<file path="src/rtl/div_pkg.sv">
// Shared types and constants for the sequential restoring divider.
package div_pkg;

    // Default operand/result width.
    localparam int unsigned DIV_WIDTH = 16;

    // Quotient reported on divide-by-zero (all ones), wide enough for any WIDTH up to 64.
    localparam logic [63:0] DIV0_Q = '1;

    // Divider control states.
    typedef enum logic [1:0] {
        IDLE = 2'd0,
        CALC = 2'd1,
        DONE = 2'd2
    } state_t;

endpackage

</file>
<file path="src/rtl/div_step.sv">
// One combinational restoring-division step: shift in a dividend bit, trial-subtract the divisor.
module div_step #(
    parameter int unsigned WIDTH = 16
) (
    input  logic [WIDTH-1:0] rem,
    input  logic             dvd_msb,
    input  logic [WIDTH-1:0] div,
    output logic [WIDTH-1:0] rem_next,
    output logic             q_bit
);

    logic [WIDTH:0] trial;
    logic [WIDTH:0] diff;

    // WIDTH+1-bit trial so the shifted-out remainder MSB still takes part in the compare.
    always_comb begin
        trial    = {rem, dvd_msb};
        diff     = trial - {1'b0, div};
        q_bit    = (trial >= {1'b0, div});
        // Remainder stays below the divisor, so the low WIDTH bits hold it exactly.
        rem_next = q_bit ? diff[WIDTH-1:0] : trial[WIDTH-1:0];
    end

endmodule

</file>
<file path="src/rtl/div_16to16.sv">
// Sequential restoring divider, one quotient bit per clock, fl_i start / fl_o done handshake.
// Compile option DIV_SIGNED_EN: two's-complement operands with truncating division.
module div_16to16
    import div_pkg::*;
#(
    parameter int unsigned WIDTH = DIV_WIDTH
) (
    input  logic             clk_i,
    input  logic             rst_ni,
    input  logic [WIDTH-1:0] A_i,
    input  logic [WIDTH-1:0] B_i,
    input  logic             fl_i,
    output logic [WIDTH-1:0] Q_o,
    output logic [WIDTH-1:0] R_o,
    output logic             fl_o,
    output logic             busy_o,
    output logic             dz_o
);

    localparam int unsigned CNT_W = $clog2(WIDTH);

    state_t           state;
    logic [CNT_W-1:0] cnt;
    logic [WIDTH-1:0] dvd;
    logic [WIDTH-1:0] div;
    logic [WIDTH-1:0] rem;

    logic [WIDTH-1:0] a_mag_c;
    logic [WIDTH-1:0] b_mag_c;
    logic [WIDTH-1:0] rem_next_c;
    logic             q_bit_c;
    logic [WIDTH-1:0] quo_c;
    logic [WIDTH-1:0] q_fix_c;
    logic [WIDTH-1:0] r_fix_c;

`ifdef DIV_SIGNED_EN
    logic neg_q;
    logic neg_r;

    // Magnitudes at capture; results re-signed on entry to DONE.
    always_comb begin
        a_mag_c = A_i[WIDTH-1] ? WIDTH'(-A_i) : A_i;
        b_mag_c = B_i[WIDTH-1] ? WIDTH'(-B_i) : B_i;
        q_fix_c = neg_q ? WIDTH'(-quo_c) : quo_c;
        r_fix_c = neg_r ? WIDTH'(-rem_next_c) : rem_next_c;
    end
`else
    // Unsigned build: operands and results pass straight through.
    always_comb begin
        a_mag_c = A_i;
        b_mag_c = B_i;
        q_fix_c = quo_c;
        r_fix_c = rem_next_c;
    end
`endif

    div_step #(.WIDTH(WIDTH)) u_step (
        .rem      (rem),
        .dvd_msb  (dvd[WIDTH-1]),
        .div      (div),
        .rem_next (rem_next_c),
        .q_bit    (q_bit_c)
    );

    // Quotient bits fill the dividend register from the LSB as it shifts out.
    assign quo_c = {dvd[WIDTH-2:0], q_bit_c};

    // Control FSM and datapath registers.
    always_ff @(posedge clk_i or negedge rst_ni) begin
        if (!rst_ni) begin
            state  <= IDLE;
            cnt    <= '0;
            dvd    <= '0;
            div    <= '0;
            rem    <= '0;
            Q_o    <= '0;
            R_o    <= '0;
            fl_o   <= 1'b0;
            busy_o <= 1'b0;
            dz_o   <= 1'b0;
`ifdef DIV_SIGNED_EN
            neg_q  <= 1'b0;
            neg_r  <= 1'b0;
`endif
        end else begin
            fl_o <= (state == DONE);
            case (state)
                CALC: begin
                    dvd <= quo_c;
                    rem <= rem_next_c;
                    cnt <= cnt - CNT_W'(1);
                    if (cnt == '0) begin
                        state  <= DONE;
                        busy_o <= 1'b0;
                        Q_o    <= q_fix_c;
                        R_o    <= r_fix_c;
                        dz_o   <= 1'b0;
                    end
                end
                default: begin
                    // IDLE and DONE both accept a new start, giving back-to-back operation.
                    state <= IDLE;
                    if (fl_i) begin
                        dvd <= a_mag_c;
                        div <= b_mag_c;
                        rem <= '0;
`ifdef DIV_SIGNED_EN
                        neg_q <= A_i[WIDTH-1] ^ B_i[WIDTH-1];
                        neg_r <= A_i[WIDTH-1];
`endif
                        if (B_i != '0) begin
                            state  <= CALC;
                            cnt    <= CNT_W'(WIDTH - 1);
                            busy_o <= 1'b1;
                        end else begin
                            state <= DONE;
                            Q_o   <= WIDTH'(DIV0_Q);
                            R_o   <= A_i;
                            dz_o  <= 1'b1;
                        end
                    end
                end
            endcase
        end
    end

endmodule
</file>
<file path="config.mk">
export PLATFORM = sky130hd
export DESIGN_NAME = div_16to16
export DESIGN_NICKNAME = d
export VERILOG_FILES = /design/src/rtl/div_pkg.sv /design/src/rtl/div_step.sv /design/src/rtl/div_16to16.sv
export SDC_FILE = /design/constraint.sdc
export NUM_CORES = 1
export LEC_CHECK = 0
export CORE_ASPECT_RATIO = 1.75
export CORE_MARGIN = 2
export CORE_UTILIZATION = 40
export CTS_CLUSTER_DIAMETER = 100
export CTS_CLUSTER_SIZE = 10
export DETAILED_ROUTE_END_ITERATION = 8
export GPL_TIMING_DRIVEN = 1
export PLACE_DENSITY = 0.67
export RECOVER_POWER = 100
export SLEW_MARGIN = 5
export SYNTH_ARGS = -nofsm -noshare
export SYNTH_HDL_FRONTEND = slang
export SYNTH_HIERARCHICAL = 1
export SYNTH_SLANG_ARGS = --single-unit
</file>
<file path="constraint.sdc">
create_clock -name clk_i -period 3 [get_ports clk_i]
set_clock_uncertainty 0.1 [all_clocks]
set_input_delay 0.6 -clock clk_i [delete_from_list [all_inputs] [get_ports clk_i]]
set_output_delay 0.6 -clock clk_i [all_outputs]
set_load 0.1 [all_outputs]
</file>
==> results.toml <==
[status]
violations = "max-capacitance violations, max-slew violations"
status = "complete, but fails checks"

[sta]
worst_pin_slew_ns = 2.18
post-route-period-util = 0.954
setup_slack_ns = 0.137
relSlewSlack = -0.450
fmax_mhz = 349
rsz0062_at_grt = "false"
setup_viol = 0
slew_viol_final = 39
fin_crit_ns = 2.86
hold_violations = 0
fin_setup_tns_ns = 0

[clock_network]
htree_levels = 3
clkLatencyLatePin_ns = 0.34
cts-root-buf = "clkbuf_16"
numCtsBuffers = 9
clock-sinks = 89
cts_tree = "yes"
clkSlewWorstSetupHoldPaths_ns = 0.06
postCtsHoldBufs = 0
cts_max_path_buffers = 2

[setup_path]
rr_worst_depth = 11
worstSetupStartpoint = "rem[0]$_DFFE_PN0P_"
cp_slowest_cell = "dfrtp_1"
crit_arrival_ns = 2.98
r2r-end = "R_o[3]$_DFFE_PN0P_"
crit_family = "compound AO/OA/AOI/OAI gates"
critPathMostFrequentCell = "nand2_1"
critPathRequiredTime_ns = 3.12
cp_slowest_stage_delay_ns = 0.40
crit_chain = "ha_1 -> nor2b_1 -> o21bai_1 -> a311oi_2 -> o21ai_1 -> o21a_4 -> inv_6 -> mux2_2 -> nand2_1 -> nand2_1 -> mux2_1"
worst_setup_path_start_kind = "register"
path_class = "register to register"
critical_path_cell_count = 11
crit_path_max_fanout = 13
critPathCaptureType = "register"
regToRegSetupSlack_ns = 0.14
rr_startpoint = "rem[0]$_DFFE_PN0P_"
endpoint = "R_o[3]$_DFFE_PN0P_"
path_buf_inv = 1

[final_layout]
syn_to_final_growth_pct = 19.8
antenna_cells = 0
layout-drive-gt1-share = 0.145
utilization = 0.488
final_common_cell = "nand2_1"
final_net_count = 604
stdcell_area_sq_um = 5860
final_cell_mix = "108 x nand2_1, 89 x dfrtp_1, 38 x clkbuf_1"

[grt]
grt-ovfl-total = 0
track_usage = 0.195
grt_pass1_wl_um = 19700
grt_max_degree = 52
grt_pass1_vias = 3938
antenna_found_initial = 0

[placed_design]
place_area_sq_um = 5750
dpl_worst_slack_ns = 0.0396
dp_hpwl_um = 9150
gp_congestion = 0.877
port_buffers = 69

[die]
initial_core_util = 0.408
num_rows = 53
dieArea_sq_um = 13200
core_area_sq_um = 12000
die_x_um = 87.6
die_height_um = 150
io_pins = 70

[yosys]
syn_area_sq_um = 4890
avgSynthCellArea_sq_um = 10.4
ys_warn_count = 6
ys_types = 56
synth_nets = 524
synth-edff-count = 0
async_reset_ff_frac = 1.00
seq_area_frac_synth = 0.455
synthFlopType = "dfrtp_1"
ys_ff_latch = 89
synth_cells = 470

[flow_run]
cap_violations = 1

[route]
drc_errors = 0
postRouteAntennaNets = 0
drt_iter0_drc = 137
drt_first_pass_iters = 4
wl_per_cell_um = 16.7
vias = 3701
vias_per_cell = 5.15
wl_um = 12000

[hold_path]
hp-class = "register to register"
area by class of cell:
type / instances / area [sq um]
flip-flops and latches: 89 / 2230
clock buffers: 9 / 225
well taps: 165 / 206
multi-input cells: 330 / 2380
fillers: 1168 / 6140
clock inverters: 5 / 58.8
repair buffers: 91 / 648
inverters: 29 / 114
layer usage:
metal,share of wire,GRT usage,wire length (um)
met5,0,0,0
met4,0.030,0.0915,354
met3,0.034,0.0345,403
met2,0.54,0.345,6520
met1,0.39,0.221,4710
through the flow:
| stage | hold slack [ns] | std cells |
|---|---|---|
| after detailed placement | 0.378 | 703 |
| after global routing | 0.399 | 718 |
| final | 0.382 | 718 |
| after CTS | 0.148 | 717 |
| after global placement | 0.365 | 703 |
| after floorplan | 0.204 | 470 |
cells by family after synthesis:
| family | after synthesis | share of synthesized area |
|---|---|---|
| AOI/OAI and AO/OA | 85 | 0.126 |
| xor gates and xnor gates | 13 | 0.0233 |
| adders and majority gates | 19 | 0.0501 |
| buffers and inverters | 51 | 0.0514 |
| DFF | 89 | 0.455 |
| muxes | 64 | 0.158 |
| and+or+nand+nor | 149 | 0.136 |
how the worst min path moves through the flow:
| stage | from | endpoint | cells past startpoint |
|---|---|---|---|
| global placement | state[0]$_DFFE_PN0P_ | fl_o$_DFF_PN0_ | 1 |
| floorplan | rst_ni | Q_o[0]$_DFFE_PN0P_ | 0 |
| CTS | rst_ni | Q_o[0]$_DFFE_PN0P_ | 1 |
| global route | state[0]$_DFFE_PN0P_ | fl_o$_DFF_PN0_ | 1 |
| finish | state[0]$_DFFE_PN0P_ | fl_o$_DFF_PN0_ | 1 |
| detailed placement | state[0]$_DFFE_PN0P_ | fl_o$_DFF_PN0_ | 1 |
cells in the mapped netlist, types with 5 or more instances:
master	count	area share
inv_1	28	0.021
dfrtp_1	89	0.46
nor2_1	14	0.011
o22a_1	15	0.027
mux2_2	23	0.053
clkbuf_1	11	0.0084
buf_2	5	0.0051
mux2_4	21	0.064
mux2i_1	20	0.041
xnor2_1	9	0.016
o21ai_0	24	0.025
nand2_1	108	0.083
ha_1	18	0.046
a21oi_1	12	0.012
state kept, by name, summed over array words and instances (netlist names):
signal	flops
busy_o	1
cnt	4
Q_o	16
fl_o	1
dvd	16
dz_o	1
state	2
rem	16
div	16
R_o	16
worst reg2reg max path, cell delays in order (launching register included):
cell and delay (ns):
dfrtp_1 0.40, ha_1 0.32, nor2b_1 0.23, o21bai_1 0.13
a311oi_2 0.31, o21ai_1 0.14, o21a_4 0.23, inv_6 0.13
mux2_2 0.35, nand2_1 0.07, nand2_1 0.05, mux2_1 0.29
what timing repair did:
item | in CTS | in global routing
setup buffers | 0 | 1
gates resized for setup | 0 | 5
setup endpoints to repair | 0 | 13
Power is left out: the tool's default activity adds up to more than one toggle a clock period on the data nets, which glitch-free logic cannot reach.
